--- src/rtl/answer_verifier.sv ---
// Two-digit BCD answer checker: compares an entered answer with the current question's answer and shows the result for a fixed time.
// Optional macro ANSWER_VERIFIER_STREAK_EN adds a saturating consecutive-correct counter on output streak.
module answer_verifier #(
    parameter int RESULT_HOLD_CYCLES = 50000000,
    parameter int MAX_ATTEMPTS       = 3
) (
    input  logic       clk,
    input  logic       reset,
    input  logic [3:0] digit1,
    input  logic [3:0] digit2,
    input  logic       verify,
    input  logic       new_question,
    input  logic [6:0] expected_answer,
    output logic       correct,
    output logic       wrong,
    output logic       invalid,
    output logic       correct_led,
    output logic       wrong_led,
    output logic       next_question,
    output logic [2:0] attempts_left,
    output logic [6:0] score,
`ifdef ANSWER_VERIFIER_STREAK_EN
    output logic [6:0] streak,
`endif
    output logic       busy
);

    localparam logic [25:0] HOLD_LAST = 26'(RESULT_HOLD_CYCLES - 1);
    localparam logic [2:0]  ATT_LOAD  = 3'(MAX_ATTEMPTS);
    localparam logic [6:0]  SAT_MAX   = 7'd99;

    typedef enum logic [2:0] {
        WAIT_Q   = 3'd0,
        ARMED    = 3'd1,
        CHECK    = 3'd2,
        SHOW_OK  = 3'd3,
        SHOW_BAD = 3'd4
    } state_t;

    state_t      state_reg;
    logic [3:0]  d1_reg;
    logic [3:0]  d2_reg;
    logic [6:0]  answer_reg;
    logic [25:0] hold_reg;

    logic [6:0] entered;
    logic       digit_bad;
    logic       hold_done;

    // Width is 7 bits so 9*10+9 fits; out-of-range digits are rejected before the compare matters.
    assign entered   = ({3'b000, d1_reg} * 7'd10) + {3'b000, d2_reg};
    assign digit_bad = (d1_reg > 4'd9) || (d2_reg > 4'd9);
    assign hold_done = (hold_reg >= HOLD_LAST);

    always_ff @(posedge clk) begin
        if (reset) begin
            state_reg     <= WAIT_Q;
            d1_reg        <= 4'd0;
            d2_reg        <= 4'd0;
            answer_reg    <= 7'd0;
            hold_reg      <= 26'd0;
            correct       <= 1'b0;
            wrong         <= 1'b0;
            invalid       <= 1'b0;
            correct_led   <= 1'b0;
            wrong_led     <= 1'b0;
            next_question <= 1'b0;
            attempts_left <= 3'd0;
            score         <= 7'd0;
            busy          <= 1'b1;
`ifdef ANSWER_VERIFIER_STREAK_EN
            streak        <= 7'd0;
`endif
        end else begin
            correct       <= 1'b0;
            wrong         <= 1'b0;
            invalid       <= 1'b0;
            next_question <= 1'b0;
            case (state_reg)
                WAIT_Q: begin
                    if (new_question) begin
                        answer_reg    <= expected_answer;
                        attempts_left <= ATT_LOAD;
                        state_reg     <= ARMED;
                        busy          <= 1'b0;
                    end
                end
                ARMED: begin
                    // A verify in the same cycle as new_question takes priority; the new answer is dropped.
                    if (verify) begin
                        d1_reg    <= digit1;
                        d2_reg    <= digit2;
                        state_reg <= CHECK;
                        busy      <= 1'b1;
                    end else if (new_question) begin
                        answer_reg    <= expected_answer;
                        attempts_left <= ATT_LOAD;
                    end
                end
                CHECK: begin
                    hold_reg <= 26'd0;
                    if (digit_bad) begin
                        invalid   <= 1'b1;
                        state_reg <= ARMED;
                        busy      <= 1'b0;
                    end else if (entered == answer_reg) begin
                        correct     <= 1'b1;
                        correct_led <= 1'b1;
                        score       <= (score >= SAT_MAX) ? SAT_MAX : score + 7'd1;
`ifdef ANSWER_VERIFIER_STREAK_EN
                        streak      <= (streak >= SAT_MAX) ? SAT_MAX : streak + 7'd1;
`endif
                        state_reg   <= SHOW_OK;
                    end else begin
                        wrong         <= 1'b1;
                        wrong_led     <= 1'b1;
                        attempts_left <= (attempts_left != 3'd0) ? attempts_left - 3'd1 : 3'd0;
`ifdef ANSWER_VERIFIER_STREAK_EN
                        streak        <= 7'd0;
`endif
                        state_reg     <= SHOW_BAD;
                    end
                end
                SHOW_OK: begin
                    if (hold_done) begin
                        correct_led   <= 1'b0;
                        next_question <= 1'b1;
                        state_reg     <= WAIT_Q;
                    end else begin
                        hold_reg <= hold_reg + 26'd1;
                    end
                end
                SHOW_BAD: begin
                    if (hold_done) begin
                        wrong_led <= 1'b0;
                        if (attempts_left == 3'd0) begin
                            next_question <= 1'b1;
                            state_reg     <= WAIT_Q;
                        end else begin
                            state_reg <= ARMED;
                            busy      <= 1'b0;
                        end
                    end else begin
                        hold_reg <= hold_reg + 26'd1;
                    end
                end
                default: begin
                    state_reg <= WAIT_Q;
                    busy      <= 1'b1;
                end
            endcase
        end
    end

endmodule

--- config.mk ---
export PLATFORM = sky130hd
export DESIGN_NAME = answer_verifier
export DESIGN_NICKNAME = d
export VERILOG_FILES = /design/src/rtl/answer_verifier.sv
export SDC_FILE = /design/constraint.sdc
export NUM_CORES = 1
export LEC_CHECK = 0
export CAP_MARGIN = 20
export CORE_MARGIN = 2
export CORE_UTILIZATION = 45
export CTS_BUF_LIST = sky130_fd_sc_hd__clkbuf_8 sky130_fd_sc_hd__clkbuf_16
export CTS_CLUSTER_SIZE = 25
export DETAILED_ROUTE_END_ITERATION = 6
export HOLD_SLACK_MARGIN = 0.08
export PLACE_DENSITY = 0.67
export SETUP_SLACK_MARGIN = 0.15
export SLEW_MARGIN = 5
export SYNTH_ARGS = -nofsm -noshare
export SYNTH_HDL_FRONTEND = slang
export SYNTH_SLANG_ARGS = --single-unit
--- constraint.sdc ---
create_clock -name clk -period 3.3 [get_ports clk]
set_clock_uncertainty 0.1 [all_clocks]
set_input_delay 0.33 -clock clk [delete_from_list [all_inputs] [get_ports clk]]
set_output_delay 0.33 -clock clk [all_outputs]
set_load 0.01 [all_outputs]
==> results.md, run 1 <==
- YS warnings: 0
- Power share of the clock group: 38.2%
- Number of placed I/O pins: 36
- Largest register FFs: 26
- CTS tree: done
- IO Port Bufs: 35
- Post-Syn Area: 3310 µm²
- Vias: 3,006
- Cell Rows: 31
- Power Dens Cells: 538 nW/µm²
- Fmax: 346 MHz
- Slew @ Worst Pin: 794 ps
- Placed cells: 519
- Fillers: 656
- Synth async-reset ratio: 0%
- Tmin final: 2890 ps
- RR Startpoint: d1_reg[1]$_SDFFE_PP0P_
- Setup TNS: 0 ps
- CTS buffer count: 9
- CTS resizes: 0
- # nets final: 460
- CP endpoint kind: flip-flop
- Worst reg2reg endpoint: correct_led$_SDFFE_PP0P_
- Largest net degree at the start of global routing: 41
- Gpl congestion: 0.787
- Vias in the first global route: 2,862
- CP startpoint kind: flip-flop
- R2R depth: 9
- Routed vias/inst: 5.62
- Number of detailed-route iterations in the first pass: 4
- Final setup fails: 0
- #FFs+latches synth: 61
- DRT antenna net count: 0
- Dominant cells by area after synthesis: dfxtp_1 37%, a21oi_1 7.6%, nand2_1 6.5%, o21ai_0 4.4%, or3_1 3.4%
- Clk slew on worst S/H paths: 80 ps
- Overall global routing resource usage: 18.9%
- Hpwl dp: 5.10 mm
- Syn nets: 429
- Max_cap viols: 0
- Die width: 89.8 µm
- Finished Layout Cells: 535
- Area Overhead vs Synth: 18.4%
- Synth top area share: 36.8%
- # diodes: 0
- P_leak: 1.37 nW
- Number of flops mapped to enable cells by yosys: 0
- Hold_sp: answer_reg[3]$_SDFFE_PP0P_
- Syn Area/Cell: 8.29 µm²
- Worst Setup EP: correct_led$_SDFFE_PP0P_
- Die Height: 89.8 µm
- Area leader, netlist: dfxtp_1
- Comb power frac: 21.7%
- Starting density of the core: 46.2%
- Final slew viol count: 0
- Kind of critical path: reg2reg
- P_int: 1.48 mW
- Initial antenna violation count: 0
- RSZ-0062 raised after global routing: no
- Fin. Hold Viols: 0
- Register area share after synthesis: 36.8%
- Core region area: 7180 µm²
- Primary FF master, synth: dfxtp_1
- Status: finished clean
- Synthesized instance count: 400
- 1st-iter DRT viols: 182
- HP Class: reg2reg
- Final period utilization: 87.5%
- Data required, critical path: 3440 ps
- Post-CTS Hold Buffers: 0
- Drt wl/cell: 13.6 µm
- CP arrival: 3030 ps
- Global-route wire length before repair: 12.8 mm
- P_sw: 630 µW
- Root Buffer: clkbuf_8
- Clock Sinks: 61
- Max Root-Sink Buffers: 2
- CP max FO: 14
- Worst-skew pair later-pin latency: 340 ps
- GR Overflow Total: 0
- Design Power: 2.11 mW
- DIE AREA: 8070 µm²
- Setup Fix Bufs, Post-CTS: 0
- H-tree levels: 3
- Switching Fraction: 29.8%
- Sequential cell fraction of total power: 40.1%
- DRC violations left: 0
- R2R setup slack: 410 ps
- Share of layout cells above drive strength 1: 8.03%
- VDD IR max: 0.204 mV
- Final wirelength: 7.26 mm
- Yosys cell types: 73
- Crit. Startpoint: d1_reg[1]$_SDFFE_PP0P_
- Slew HR: 46.6%
==> critical path, stage by stage, from the launching register on <==
cell and delay [ps]:
dfxtp_1 440, ha_1 270, ha_1 210, fa_1 560
nand3b_1 120, and4bb_1 280, o2111a_1 200, and2_4 240
nand2_1 120, a221oi_1 250
==> final cells by class <==
cell class | instances | area [µm²] | area share (%)
Clock buffer | 9 | 124 | 3.16
Clock inverter | 7 | 115 | 2.93
Inverter | 12 | 45.0 | 1.15
Multi-Input combinational cell | 311 | 1940 | 49.4
Sequential cell | 61 | 1220 | 31.1
Tap cell | 99 | 124 | 3.16
Timing Repair Buffer | 36 | 358 | 9.12
==> metal layers <==
layer	vias up	GRT usage [%]	share of wire (%)
met1	1405	25.2	50
met3	13	3.44	3.7
li1	1528	-	-
met2	60	30.2	45
met4	0	8.08	1.8
met5	-	0	0
==> cells by family after synthesis <==
family | count (synthesis) | synth area share (%)
AOI/OAI and AO/OA | 120 | 23.6
xor gates and xnor gates | 7 | 2.72
adders and majority gates | 10 | 4.23
buffers and inverters | 28 | 4.68
DFF | 61 | 36.8
muxes | 2 | 0.604
and+or+nand+nor | 172 | 27.3
==> synthesized netlist by cell type, drive strengths merged (2+ instances only) <==
cell type / n
ha: 8
inv: 12
nor2b: 2
nor3b: 3
xnor2: 2
and2: 5
nand4: 6
mux2i: 2
nand3: 16
nand2: 58
or3b: 3
a21oi: 51
and3: 4
xor2: 3
nor4: 3
nor2: 26
o31ai: 3
or4: 3
dfxtp: 61
buf: 8
fa: 2
clkbuf: 7
a211oi: 5
or2: 2
o21ai: 32
or3: 18
and4: 3
a21o: 2
nor3: 14
o211ai: 7
o311a: 2
a311oi: 5
==> cell usage in the layout (no fill, tap or decap), drive strengths merged, types with 7 or more instances in the layout <==
cell type / n
a21oi: 51
clkbuf: 9
clkdlybuf4s50: 35
dfxtp: 61
ha: 8
inv: 13
nand2: 58
nand3: 16
nor2: 26
nor3: 14
o211ai: 7
o21ai: 32
or3: 18
==> power groups by stage <==
stage	combinational [mW]	clock, mW	sequential [mW]
floorplan	0.361	0	0.842
global placement	0.451	0	0.861
detailed placement	0.456	0	0.863
CTS	0.458	0.822	0.846
global route	0.509	0.856	0.856
finish	0.458	0.808	0.847
==> per-stage QoR <==
step	instance area, µm²	utilization [%]	setup WS (ps)	hold WS, ps
floorplan	3310	-	574	337
global route	3930	54.7	236	388
CTS	3930	54.7	435	369
detailed placement	3690	51.4	427	357
global placement	3690	51.4	485	352
finish	3930	54.7	414	367
==> how the worst min path moves through the flow <==
stage	endpoint	slack, ps	depth (start not counted)
floorplan	answer_reg[3]$_SDFFE_PP0P_	340	2
global placement	answer_reg[3]$_SDFFE_PP0P_	350	2
detailed placement	answer_reg[3]$_SDFFE_PP0P_	360	2
CTS	answer_reg[3]$_SDFFE_PP0P_	370	2
global route	answer_reg[0]$_SDFFE_PP0P_	390	2
finish	answer_reg[3]$_SDFFE_PP0P_	370	2
Note: power is estimated with default switching activity, not from simulation.
==> inputs of run 2 (changes only) <==
SETUP_SLACK_MARGIN = 0.4   (was 0.15)
==> run 2 against run 1 <==
Net effect: register-to-register slack gained 40 ps; sequential cell count unchanged; sequential share of layout area decreased by 0.16 points; utilization grew 0.40 points; highest routed layer unchanged; critical path depth unchanged; power is 1.7% higher; clock power about the same; hold slack barely moved; count of clock-buffer cells in the layout stayed put; combinational power up 7.6%.
==> results.md, run 2 (same netlist as run 1, synthesis figures left out) <==
- HP Class: reg2reg
- DRC violations left: 0
- Hold depth: 2
- # nets final: 461
- Initial antenna violation count: 0
- DRT antenna net count: 0
- Slew HR: 46.0%
- Vias: 3,069
- R2R depth: 9
- Largest net degree at the start of global routing: 41
- Clk slew on worst S/H paths: 80 ps
- Commonest cells after routing, fill and taps aside: 59 x dfxtp_1, 56 x nand2_1, 50 x a21oi_1, 35 x clkdlybuf4s50_1, 29 x o21ai_0
- CTS tree: done
- CP max FO: 7
- Share of layout cells above drive strength 1: 9.84%
- Finished Layout Cells: 536
- Max Root-Sink Buffers: 2
- Tmin final: 2840 ps
- Worst-skew pair later-pin latency: 330 ps
- Final wirelength: 7.46 mm
- Number of detailed-route iterations in the first pass: 4
- Fmax: 352 MHz
- Final slew viol count: 0
- Power Dens Cells: 543 nW/µm²
- Gpl congestion: 0.787
- Commonest non-fill, non-tap cell in the layout: dfxtp_1
- Slew @ Worst Pin: 804 ps
- CP arrival: 2950 ps
- 1st-iter DRT viols: 185
- Fin. Hold Viols: 0
- P_leak: 1.37 nW
- CTS buffer count: 9
- Kind of critical path: reg2reg
- Overall global routing resource usage: 18.9%
- DIE AREA: 8070 µm²
- Root Buffer: clkbuf_8
- Final period utilization: 86.2%
- Largest register FFs: 26
- Fillers: 660
- GR Overflow Total: 0
- Max_cap viols: 0
- VDD IR max: 0.206 mV
- Hpwl dp: 5.10 mm
- Area Overhead vs Synth: 19.3%
- Placed cells: 519
- Die width: 89.8 µm
- Final setup fails: 0
- CP startpoint kind: flip-flop
- Core region area: 7180 µm²
- Design Power: 2.15 mW
- Setup TNS: 0 ps
- RSZ-0062 raised after global routing: yes
- Data required, critical path: 3410 ps
- Die Height: 89.8 µm
- Drt wl/cell: 13.9 µm
- Starting density of the core: 46.2%
- Number of placed I/O pins: 36
- Routed vias/inst: 5.73
- # diodes: 0
- Global-route wire length before repair: 12.8 mm
- CP endpoint kind: flip-flop
- H-tree levels: 3
- Clock Sinks: 61
- Vias in the first global route: 2,862
- Post-CTS Hold Buffers: 0
- IO Port Bufs: 35
- Status: finished clean
- Cell Rows: 31
run 2: cell count changes in the layout (fill, tap and decap cells not counted), sizes merged:
cell  delta
and2     +1
run 2: worst paths after layout:
check	to	startpoint	slack [ps]
setup / recovery	state_reg[0]$_SDFFE_PP0P_	d1_reg[1]$_SDFFE_PP0P_	460
hold / removal	answer_reg[3]$_SDFFE_PP0P_	answer_reg[3]$_SDFFE_PP0P_	370
setup reg to reg	state_reg[0]$_SDFFE_PP0P_	d1_reg[1]$_SDFFE_PP0P_	460
hold reg to reg	answer_reg[3]$_SDFFE_PP0P_	answer_reg[3]$_SDFFE_PP0P_	370
run 2: per-layer routing:
layer	vias up	GRT usage [%]	routed length, µm
met2	77	30.2	3420
met4	0	8.08	127
met5	-	0	0
met1	1445	25.2	3650
li1	1533	-	-
met3	14	3.44	265
run 2: layout make-up:
class	count	area (µm²)	area share, %
multi-input combinational	312	1960	49.7
clock buffer	9	124	3.13
clock inverter	7	115	2.91
sequential	61	1220	30.9
timing repair buffer	36	358	9.05
inverter	12	45.0	1.14
tap	99	124	3.13
run 2: power breakdown:
| group | switching, mW | internal [mW] |
|---|---|---|
| sequential | 0.0634 | 0.784 |
| clock | 0.309 | 0.499 |
| combinational | 0.275 | 0.219 |
| total | 0.647 | 1.50 |
run 2: repair_timing:
action	4_1_cts	5_1_grt
setup endpoints to repair	0	14
gates resized for setup	0	8
setup buffers	0	0
run 2: metrics by stage:
stage / area [µm²] / hold WS, ps / util, % / worst slack, ps
final: 3950 / 367 / 55.1 / 457
after global routing: 3950 / 388 / 55.1 / 383
after CTS: 3930 / 369 / 54.7 / 435
after detailed placement: 3690 / 357 / 51.4 / 427
after global placement: 3690 / 352 / 51.4 / 485
after floorplan: 3310 / 337 / - / 574
run 2: worst max-delay path, stage by stage (launching register included):
cell and delay [ps]:
dfxtp_2 350, ha_1 300, ha_1 210, fa_1 560, nor3b_1 80, o211ai_1 180, or3b_4 430, and2_4 210
o31ai_2 210, a211oi_1 90
==> inputs of run 3 (changes only) <==
CTS_CLUSTER_DIAMETER = 50   (was default)
==> results of run 3 <==
Final layout, timing and power as in run 2 (identical DEF).
